[src/rtl/ddr3_pkg.sv]
// Shared definitions for the DDR3 MIG user-interface blocks: command
// encodings, data/mask widths and the writer state type.
package ddr3_pkg;

  localparam logic [2:0] CMD_WRITE = 3'b000;
  localparam logic [2:0] CMD_READ  = 3'b001;

  localparam int APP_DATA_W = 256;
  localparam int APP_MASK_W = 32;

  typedef enum logic [1:0] {
    IDLE,
    FETCH,
    ISSUE
  } wr_state_t;

endpackage

[src/rtl/fifo_ddr3_writer_if.sv]
// Sample-FIFO read port plus MIG command/write-data channels.
// master = the writer, slave = the FIFO/MIG side.
interface fifo_ddr3_writer_if #(
  parameter int ADDR_W = 28
);
  import ddr3_pkg::*;

  logic [APP_DATA_W-1:0] fifo_dout;
  logic                  fifo_empty;
  logic                  fifo_rdy;
  logic                  fifo_rd_en;

  logic                  app_rdy;
  logic                  app_wdf_rdy;
  logic                  app_en;
  logic [2:0]            app_cmd;
  logic [ADDR_W-1:0]     app_addr;
  logic [APP_DATA_W-1:0] app_wdf_data;
  logic                  app_wdf_wren;
  logic                  app_wdf_end;
  logic [APP_MASK_W-1:0] app_wdf_mask;

  modport master (
    input  fifo_dout, fifo_empty, fifo_rdy, app_rdy, app_wdf_rdy,
    output fifo_rd_en, app_en, app_cmd, app_addr, app_wdf_data,
           app_wdf_wren, app_wdf_end, app_wdf_mask
  );

  modport slave (
    output fifo_dout, fifo_empty, fifo_rdy, app_rdy, app_wdf_rdy,
    input  fifo_rd_en, app_en, app_cmd, app_addr, app_wdf_data,
           app_wdf_wren, app_wdf_end, app_wdf_mask
  );

endinterface

[src/rtl/ddr3_addr_gen.sv]
// Circular address counter over [ADDR_BASE, ADDR_LAST] in ADDR_INC steps.
// o_wrap pulses for one cycle together with the address returning to base.
module ddr3_addr_gen
  import ddr3_pkg::*;
#(
  parameter int                 ADDR_W    = 28,
  parameter int unsigned        ADDR_INC  = 8,
  parameter logic [ADDR_W-1:0]  ADDR_BASE = '0,
  parameter logic [ADDR_W-1:0]  ADDR_LAST = ADDR_W'(28'h0FFFFF8)
) (
  input  logic              i_clk,
  input  logic              i_rst,
  input  logic              i_adv,
  output logic [ADDR_W-1:0] o_addr,
  output logic              o_wrap
);

  logic [ADDR_W-1:0] r_addr;
  logic              r_wrap;
  logic              w_at_last;
  logic [ADDR_W-1:0] w_addr_nxt;

  // The end-of-region compare wins over the increment; the sum wraps mod 2^ADDR_W.
  assign w_at_last  = (r_addr == ADDR_LAST);
  assign w_addr_nxt = w_at_last ? ADDR_BASE : r_addr + ADDR_W'(ADDR_INC);

  // Advance the address on request and flag the wrap for exactly one cycle.
  always_ff @(posedge i_clk) begin
    if (i_rst) begin
      r_addr <= ADDR_BASE;
      r_wrap <= 1'b0;
    end else begin
      r_wrap <= i_adv & w_at_last;
      if (i_adv) begin
        r_addr <= w_addr_nxt;
      end
    end
  end

  assign o_addr = r_addr;
  assign o_wrap = r_wrap;

endmodule

[src/rtl/fifo_ddr3_writer.sv]
// Drains the 256-bit sample FIFO into DDR3, one MIG write per word, walking a
// circular address region. One word in flight at a time.
//
//   state | meaning
//   ------+--------------------------------------------------------------
//   IDLE  | waiting for en/calib/fifo ready and a word; pops when all true
//   FETCH | FIFO dout valid this cycle, latch it and clear handshake flags
//   ISSUE | drive app_en / app_wdf_wren until each is accepted; once both
//         | are done, commit (count + address advance) and return to IDLE
module fifo_ddr3_writer
  import ddr3_pkg::*;
#(
  parameter int                 ADDR_W    = 28,
  parameter int unsigned        ADDR_INC  = 8,
  parameter logic [ADDR_W-1:0]  ADDR_BASE = '0,
  parameter logic [ADDR_W-1:0]  ADDR_LAST = ADDR_W'(28'h0FFFFF8)
) (
  input  logic                i_clk,
  input  logic                i_rst,
  input  logic                i_en,
  input  logic                i_calib_done,
  fifo_ddr3_writer_if.master  bus,
  output logic [31:0]         o_wr_count,
  output logic                o_wrap,
  output logic                o_busy
);

  wr_state_t             r_state;
  wr_state_t             w_state_nxt;
  logic                  r_cmd_done;
  logic                  r_dat_done;
  logic [APP_DATA_W-1:0] r_wdf_data;
  logic [31:0]           r_wr_count;

  logic                  w_rd_en;
  logic                  w_app_en;
  logic                  w_wdf_wren;
  logic                  w_advance;
  logic                  w_cmd_acc;
  logic                  w_dat_acc;
  logic [ADDR_W-1:0]     w_addr;
  logic                  w_wrap;

  // State register.
  always_ff @(posedge i_clk) begin
    if (i_rst) begin
      r_state <= IDLE;
    end else begin
      r_state <= w_state_nxt;
    end
  end

  // Next state and strobes. The pop is gated by reset so a word is never
  // pulled out of the FIFO only to be discarded.
  always_comb begin
    w_state_nxt = r_state;
    w_rd_en     = 1'b0;
    w_app_en    = 1'b0;
    w_wdf_wren  = 1'b0;
    w_advance   = 1'b0;
    case (r_state)
      IDLE: begin
        if (!i_rst && i_en && i_calib_done && bus.fifo_rdy && !bus.fifo_empty) begin
          w_rd_en     = 1'b1;
          w_state_nxt = FETCH;
        end
      end
      FETCH: begin
        w_state_nxt = ISSUE;
      end
      ISSUE: begin
        w_app_en   = ~r_cmd_done;
        w_wdf_wren = ~r_dat_done;
        if (r_cmd_done && r_dat_done) begin
          w_advance   = 1'b1;
          w_state_nxt = IDLE;
        end
      end
      default: begin
        w_state_nxt = IDLE;
      end
    endcase
  end

  assign w_cmd_acc = w_app_en & bus.app_rdy;
  assign w_dat_acc = w_wdf_wren & bus.app_wdf_rdy;

  // Data latch, independent handshake tracking and the commit counter.
  always_ff @(posedge i_clk) begin
    if (i_rst) begin
      r_cmd_done <= 1'b0;
      r_dat_done <= 1'b0;
      r_wdf_data <= '0;
      r_wr_count <= '0;
    end else begin
      if (r_state == FETCH) begin
        r_wdf_data <= bus.fifo_dout;
        r_cmd_done <= 1'b0;
        r_dat_done <= 1'b0;
      end else begin
        if (w_cmd_acc) begin
          r_cmd_done <= 1'b1;
        end
        if (w_dat_acc) begin
          r_dat_done <= 1'b1;
        end
      end
      if (w_advance) begin
        r_wr_count <= r_wr_count + 32'd1;
      end
    end
  end

  ddr3_addr_gen #(
    .ADDR_W    (ADDR_W),
    .ADDR_INC  (ADDR_INC),
    .ADDR_BASE (ADDR_BASE),
    .ADDR_LAST (ADDR_LAST)
  ) u_addr_gen (
    .i_clk  (i_clk),
    .i_rst  (i_rst),
    .i_adv  (w_advance),
    .o_addr (w_addr),
    .o_wrap (w_wrap)
  );

  assign bus.fifo_rd_en   = w_rd_en;
  assign bus.app_en       = w_app_en;
  assign bus.app_cmd      = CMD_WRITE;
  assign bus.app_addr     = w_addr;
  assign bus.app_wdf_data = r_wdf_data;
  assign bus.app_wdf_wren = w_wdf_wren;
  assign bus.app_wdf_end  = w_wdf_wren;
  assign bus.app_wdf_mask = '0;

  assign o_wr_count = r_wr_count;
  assign o_wrap     = w_wrap;
  assign o_busy     = (r_state != IDLE);

endmodule

[src/flat_wrapper.sv]
// flat-port wrapper written by rule: the top's interface ports become plain ports
module fifo_ddr3_writer_flat import ddr3_pkg::*;
#(
  parameter int                 ADDR_W    = 28,
  parameter int unsigned        ADDR_INC  = 8,
  parameter logic [ADDR_W-1:0]  ADDR_BASE = '0,
  parameter logic [ADDR_W-1:0]  ADDR_LAST = ADDR_W'(28'h0FFFFF8)
)
  (i_clk, i_rst, i_en, i_calib_done, o_wr_count, o_wrap, o_busy, bus_fifo_dout, bus_fifo_empty, bus_fifo_rdy, bus_app_rdy, bus_app_wdf_rdy, bus_fifo_rd_en, bus_app_en, bus_app_cmd, bus_app_addr, bus_app_wdf_data, bus_app_wdf_wren, bus_app_wdf_end, bus_app_wdf_mask);
  fifo_ddr3_writer_if #(.ADDR_W(ADDR_W)) bus_i ();
  input  logic i_clk;
  input  logic i_rst;
  input  logic i_en;
  input  logic i_calib_done;
  output logic [31:0] o_wr_count;
  output logic o_wrap;
  output logic o_busy;
  input wire logic [$bits(bus_i.fifo_dout)-1:0] bus_fifo_dout;
  input wire logic [$bits(bus_i.fifo_empty)-1:0] bus_fifo_empty;
  input wire logic [$bits(bus_i.fifo_rdy)-1:0] bus_fifo_rdy;
  input wire logic [$bits(bus_i.app_rdy)-1:0] bus_app_rdy;
  input wire logic [$bits(bus_i.app_wdf_rdy)-1:0] bus_app_wdf_rdy;
  output wire logic [$bits(bus_i.fifo_rd_en)-1:0] bus_fifo_rd_en;
  output wire logic [$bits(bus_i.app_en)-1:0] bus_app_en;
  output wire logic [$bits(bus_i.app_cmd)-1:0] bus_app_cmd;
  output wire logic [$bits(bus_i.app_addr)-1:0] bus_app_addr;
  output wire logic [$bits(bus_i.app_wdf_data)-1:0] bus_app_wdf_data;
  output wire logic [$bits(bus_i.app_wdf_wren)-1:0] bus_app_wdf_wren;
  output wire logic [$bits(bus_i.app_wdf_end)-1:0] bus_app_wdf_end;
  output wire logic [$bits(bus_i.app_wdf_mask)-1:0] bus_app_wdf_mask;
  assign bus_i.fifo_dout = bus_fifo_dout;
  assign bus_i.fifo_empty = bus_fifo_empty;
  assign bus_i.fifo_rdy = bus_fifo_rdy;
  assign bus_i.app_rdy = bus_app_rdy;
  assign bus_i.app_wdf_rdy = bus_app_wdf_rdy;
  assign bus_fifo_rd_en = bus_i.fifo_rd_en;
  assign bus_app_en = bus_i.app_en;
  assign bus_app_cmd = bus_i.app_cmd;
  assign bus_app_addr = bus_i.app_addr;
  assign bus_app_wdf_data = bus_i.app_wdf_data;
  assign bus_app_wdf_wren = bus_i.app_wdf_wren;
  assign bus_app_wdf_end = bus_i.app_wdf_end;
  assign bus_app_wdf_mask = bus_i.app_wdf_mask;
  fifo_ddr3_writer #(.ADDR_W(ADDR_W), .ADDR_INC(ADDR_INC), .ADDR_BASE(ADDR_BASE), .ADDR_LAST(ADDR_LAST)) u_core (.i_clk(i_clk), .i_rst(i_rst), .i_en(i_en), .i_calib_done(i_calib_done), .bus(bus_i), .o_wr_count(o_wr_count), .o_wrap(o_wrap), .o_busy(o_busy));
endmodule
[config.mk]
export PLATFORM = sky130hd
export DESIGN_NAME = fifo_ddr3_writer_flat
export DESIGN_NICKNAME = d
export VERILOG_FILES = /design/src/rtl/ddr3_pkg.sv /design/src/rtl/fifo_ddr3_writer_if.sv /design/src/rtl/ddr3_addr_gen.sv /design/src/rtl/fifo_ddr3_writer.sv /design/src/flat_wrapper.sv
export SDC_FILE = /design/constraint.sdc
export NUM_CORES = 1
export LEC_CHECK = 0
export ABC_CLOCK_PERIOD_IN_PS = 2300
export BUFFER_PORTS_ARGS = -buffer_cell sky130_fd_sc_hd__buf_2
export CAP_MARGIN = 20
export CORE_AREA = 10 10 234 236
export CTS_BUF_LIST = sky130_fd_sc_hd__clkbuf_4
export DETAILED_ROUTE_END_ITERATION = 10
export DIE_AREA = 0 0 244 246
export PLACE_DENSITY = 0.54
export SLEW_MARGIN = 20
export SYNTH_ARGS = -nofsm -noshare
export SYNTH_HDL_FRONTEND = slang
export SYNTH_HIERARCHICAL = 1
export SYNTH_SLANG_ARGS = --single-unit
export TNS_END_PERCENT = 5
[constraint.sdc]
create_clock -name i_clk -period 2.3 [get_ports i_clk]
set_clock_uncertainty 0.1 [all_clocks]
set_input_delay 0.575 -clock i_clk [delete_from_list [all_inputs] [get_ports i_clk]]
set_output_delay 0.575 -clock i_clk [all_outputs]
set_load 0.01 [all_outputs]
==> reports/results.md <==
| Quantity | Reported | Unit |
|:---|:---|:---|
| Met3 Use GR | 6.784 | % |
| Final cell count without fillers | 3,109 | - |
| Die outline width | 244 | um |
| Critical path data arrival time | 1830 | ps |
| Number of endpoints with negative hold slack in the final report | 0 | - |
| Worst Setup End Kind | primary output | - |
| Hold Path Class | input port to flip-flop | - |
| Post-synth top cells | nand2_1 (533), dfxtp_1 (318), a21oi_1 (290) | - |
| Final standard cell area without fillers | 0.01938 | mm2 |
| Number of instances on the worst hold path | 5 | - |
| Worst-path cell with the longest stage delay | dlygate4sd3_1 | - |
| Combinational family with the most area after synthesis | simple AND/OR/NAND/NOR gates | - |
| Share of the synthesized area in the top cell type | 53.59 | % |
| Prevailing post-synth register cell | dfxtp_1 | - |
| Grt met2 use | 28.41 | % |
| Initial antenna violation count | 7 | - |
| Post-Place Cells | 2,681 | - |
| Total detailed-routing wirelength | 52.54 | mm |
| Worst Path Required | 1620 | ps |
| Final min period | 2504 | ps |
| Number of global-route vias before repair | 14.06k | - |
| Setup repair after global routing missed its margin | true | - |
| Total setup violations reported at the end of the flow | 5 | - |
| Total routing resource utilization after global routing | 16.45 | % |
| Final worst path period share | 108.9 | % |
| Relative max-transition margin | 48.17 | % |
| Largest delay share family, worst path | buffers and inverters | - |
| Worst-path clk slew | 70 | ps |
| Start point of the worst hold path | i_rst | - |
| Worst Path Buf+Inv | 3 | - |
| Reg2reg start | u_core/r_dat_done$_SDFFE_PP0P_ | - |
| Outcome | finished with violations | - |
| Area of the mapped netlist | 0.01188 | mm2 |
| Largest cells by area after synthesis | dfxtp_1 (54%), nand2_1 (17%), a21oi_1 (12%), clkbuf_1 (2.9%), buf_4 (2.5%) | - |
| Fillers | 5,150 | - |
| Post-place instance area | 0.01556 | mm2 |
| Terminus of the critical flop-to-flop path | u_core/u_addr_gen/o_addr[23]$_SDFFE_PP0P_ | - |
| Overall power consumption | 0.01186 | W |
| CTS tree | built | - |
| Critical Setup Path Class | input port to primary output | - |
| DRC viols | 0 | - |
| Starting DRC count in detailed routing | 749 | - |
| Hpwl dp | 36.91 | mm |
| Busiest layer in global routing | met2 | - |
| Crit path setup slack, layout | -204.1 | ps |
| Die boundary height | 246 | um |
| Number of enable flip-flop cells after synthesis | 0 | - |
| Met1 Track Usage GR | 17.20 | % |
| Effective utilization at floorplan | 23.82 | % |
| Synth Area in XOR/XNOR | 1.696 | % |
| Post-synthesis compound-gate area fraction | 14.29 | % |
| Number of vias in the routed layout | 13.68k | - |
| Slew at the pin with the worst max-slew slack | 777.5 | ps |
| Pre-CTS setup slack | 63.11 | ps |
| Share of flip-flops with an asynchronous set or reset | 0 | % |
| IO buf count | 582 | - |
| Count of different cell masters after synthesis | 41 | - |
| Hold path endpoint | u_core/u_addr_gen/o_addr[9]$_SDFFE_PP0P_ | - |
| Wire length of the first global-routing pass | 78.63 | mm |
| Startpoint type of the worst setup path | input port | - |
| Final-report max-slew violation count | 0 | - |
| Count of cells along the worst register-to-register path | 7 | - |
| CTS Sinks | 318 | - |
| Ratio of cells with drive above 1 in the final layout | 32.09 | % |
| Max capacitance violation total | 0 | - |
| Number of nets in the layout | 2,630 | - |
| Mux contribution to synthesized area | 0.08426 | % |
| Root cell of the clock tree | clkbuf_4 | - |
| Synth area leader | dfxtp_1 | - |
| Warnings from Yosys | 6 | - |
| Die area | 0.06002 | mm2 |
| Core ar. | 0.04986 | mm2 |
| ANT nets after route | 0 | - |
| P per Cell Area | 612.1 | mW/mm2 |
| Worst-case vdd ir drop | 0.3912 | mV |
| Share of the core filled with cells in the final layout | 38.87 | % |
| Number of detailed-routing iterations run before antenna repair | 8 | - |
| Count leader, synth | nand2_1 | - |
| Wire length per cell after detailed routing | 16.90 | um |
| Total number of H-tree levels | 3 | - |
| Cells after Synth | 1,492 | - |
| Post-Synth Simple-Gate Area | 23.80 | % |
| Area overhead of the layout relative to synthesis | 63.17 | % |
| Crit-path cells | buf_8 > dlygate4sd3_1 > nand4b_1 > nor3_2 > buf_2 | - |
| Maximum number of pins on one net before global-route repair | 144 | - |
| I/O pins | 621 | - |
| Global route overflow | 0 | - |
| Setup slack on the worst flop-to-flop path | 90 | ps |
| Number of vias per cell after detailed routing | 4.401 | - |
| Maximum fanout encountered on the critical timing path | 4 | - |
| #FFs+latches synth | 318 | - |
| Total leakage power | 8.436 | nW |
| Placer's final routability congestion estimate | 0.8070 | - |
| F_max | 0.3994 | GHz |
| Clock insertion delay at the later pin of the skew report | 800 | ps |
| Buffer depth of the longest clock path | 3 | - |
| Area share of fa/ha/maj cells after synthesis | 0.2107 | % |
| Number of clock buffers inserted by TritonCTS | 89 | - |
| Delay of the slowest cell on the worst path | 620 | ps |
| Floorplan row count | 82 | - |
| Synth Area per Inst | 7.962 | um2 |
| Failing checks | negative setup slack | - |
| Seq/Total Area, Yosys | 53.59 | % |
## cells in the final DEF (no fill, tap or decap), types with 3 or more instances in the layout
cell type	netlist	final
nor4_1	5	5
inv_2	0	3
and2_1	3	3
diode_2	0	6
nor2_1	32	31
or4_1	20	19
conb_1	2	38
nand4_1	14	14
buf_4	39	29
o21ai_0	16	16
nor3_1	7	6
o31ai_1	14	14
clkinv_1	0	21
clkbuf_4	0	129
dfxtp_1	318	316
inv_1	10	9
nand2_1	533	533
a21oi_1	290	290
nand3_1	16	16
xor2_1	8	8
xnor2_1	15	15
buf_12	0	13
and4_1	6	6
and3_1	3	3
buf_2	7	580
dlygate4sd3_1	0	261
buf_6	1	3
or3_1	14	14
## power breakdown
| part | internal, W | total [W] | switching (W) |
|---|---|---|---|
| Combinational | 0.000558 | 0.000997 | 0.000439 |
| Sequential | 0.00557 | 0.00559 | 0.0000287 |
| Clock | 0.00280 | 0.00527 | 0.00248 |
| Total | 0.00892 | 0.0119 | 0.00294 |
## cells by family after synthesis
family	Yosys count
simple gates	669
buf+inv	152
fa+ha+maj	2
mux	1
compound gates	325
flops	318
other cells	2
xor+xnor	23
## metal layers
layer,vias up,part of all wire (%)
li1,6660,-
met3,104,10
met1,6329,37
met2,587,50
met4,2,3.2
met5,-,0.025
## state kept, by name, summed over array words and instances, names as in the netlist
signal and cells:
u_core/bus.app_wdf_data 256, u_core/r_state 2, u_core/r_cmd_done 1, u_core/r_dat_done 1, u_core/u_addr_gen/o_wrap 1, u_core/u_addr_gen/o_addr 25
u_core/o_wr_count 32
## tightest hold or removal path, cell delays in order
cell	delay, ps
buf_8	100
inv_1	100
o41ai_4	80
buf_12	140
nor2_1	40
## cell type report
type / instances / area, um2 / share of cell area [%]
Antenna cell: 6 / 15.01 / 0.07746
Clock buffer: 129 / 968.4 / 4.996
Clock inverter: 29 / 176.4 / 0.9102
Inverter: 10 / 37.54 / 0.1937
Multi-Input combinational cell: 1058 / 4933 / 25.45
Sequential cell: 318 / 6369 / 32.86
Tap cell: 672 / 840.8 / 4.338
Timing Repair Buffer: 887 / 6042 / 31.17
## worst max path at each step
stage	from	endpoint	slack, ps	cells after the start
floorplan	u_core/r_state[0]$_SDFFE_PP0P_	u_core/u_addr_gen/o_addr[6]$_SDFFE_PP0P_	-8	9
global placement	u_core/r_state[0]$_SDFFE_PP0P_	u_core/u_addr_gen/o_addr[27]$_SDFFE_PP0P_	90	7
detailed placement	u_core/r_dat_done$_SDFFE_PP0P_	u_core/u_addr_gen/o_addr[17]$_SDFFE_PP0P_	60	7
CTS	u_core/r_state[0]$_SDFFE_PP0P_	bus_fifo_rd_en	-320	4
global route	u_core/r_state[0]$_SDFFE_PP0P_	bus_fifo_rd_en	-320	4
finish	i_rst	bus_fifo_rd_en	-200	5
## stage by stage
step | setup TNS [ps] | hold slack, ps
after CTS | -1209 | 46.18
final | -471.4 | 190.7
after global placement | 0 | 338.8
after global routing | -1151 | 107.4
after detailed placement | 0 | 343.5
after floorplan | -80.62 | 380.5
## timing repair
action,4_1_cts,5_1_grt
endpoints found under the setup margin,5,5
setup buffers,3,0
hold endpoints to repair,265,0
pin swaps,2,1
resized for setup,8,0
hold buffers,261,0
Note: power is estimated with default switching activity, not from simulation.
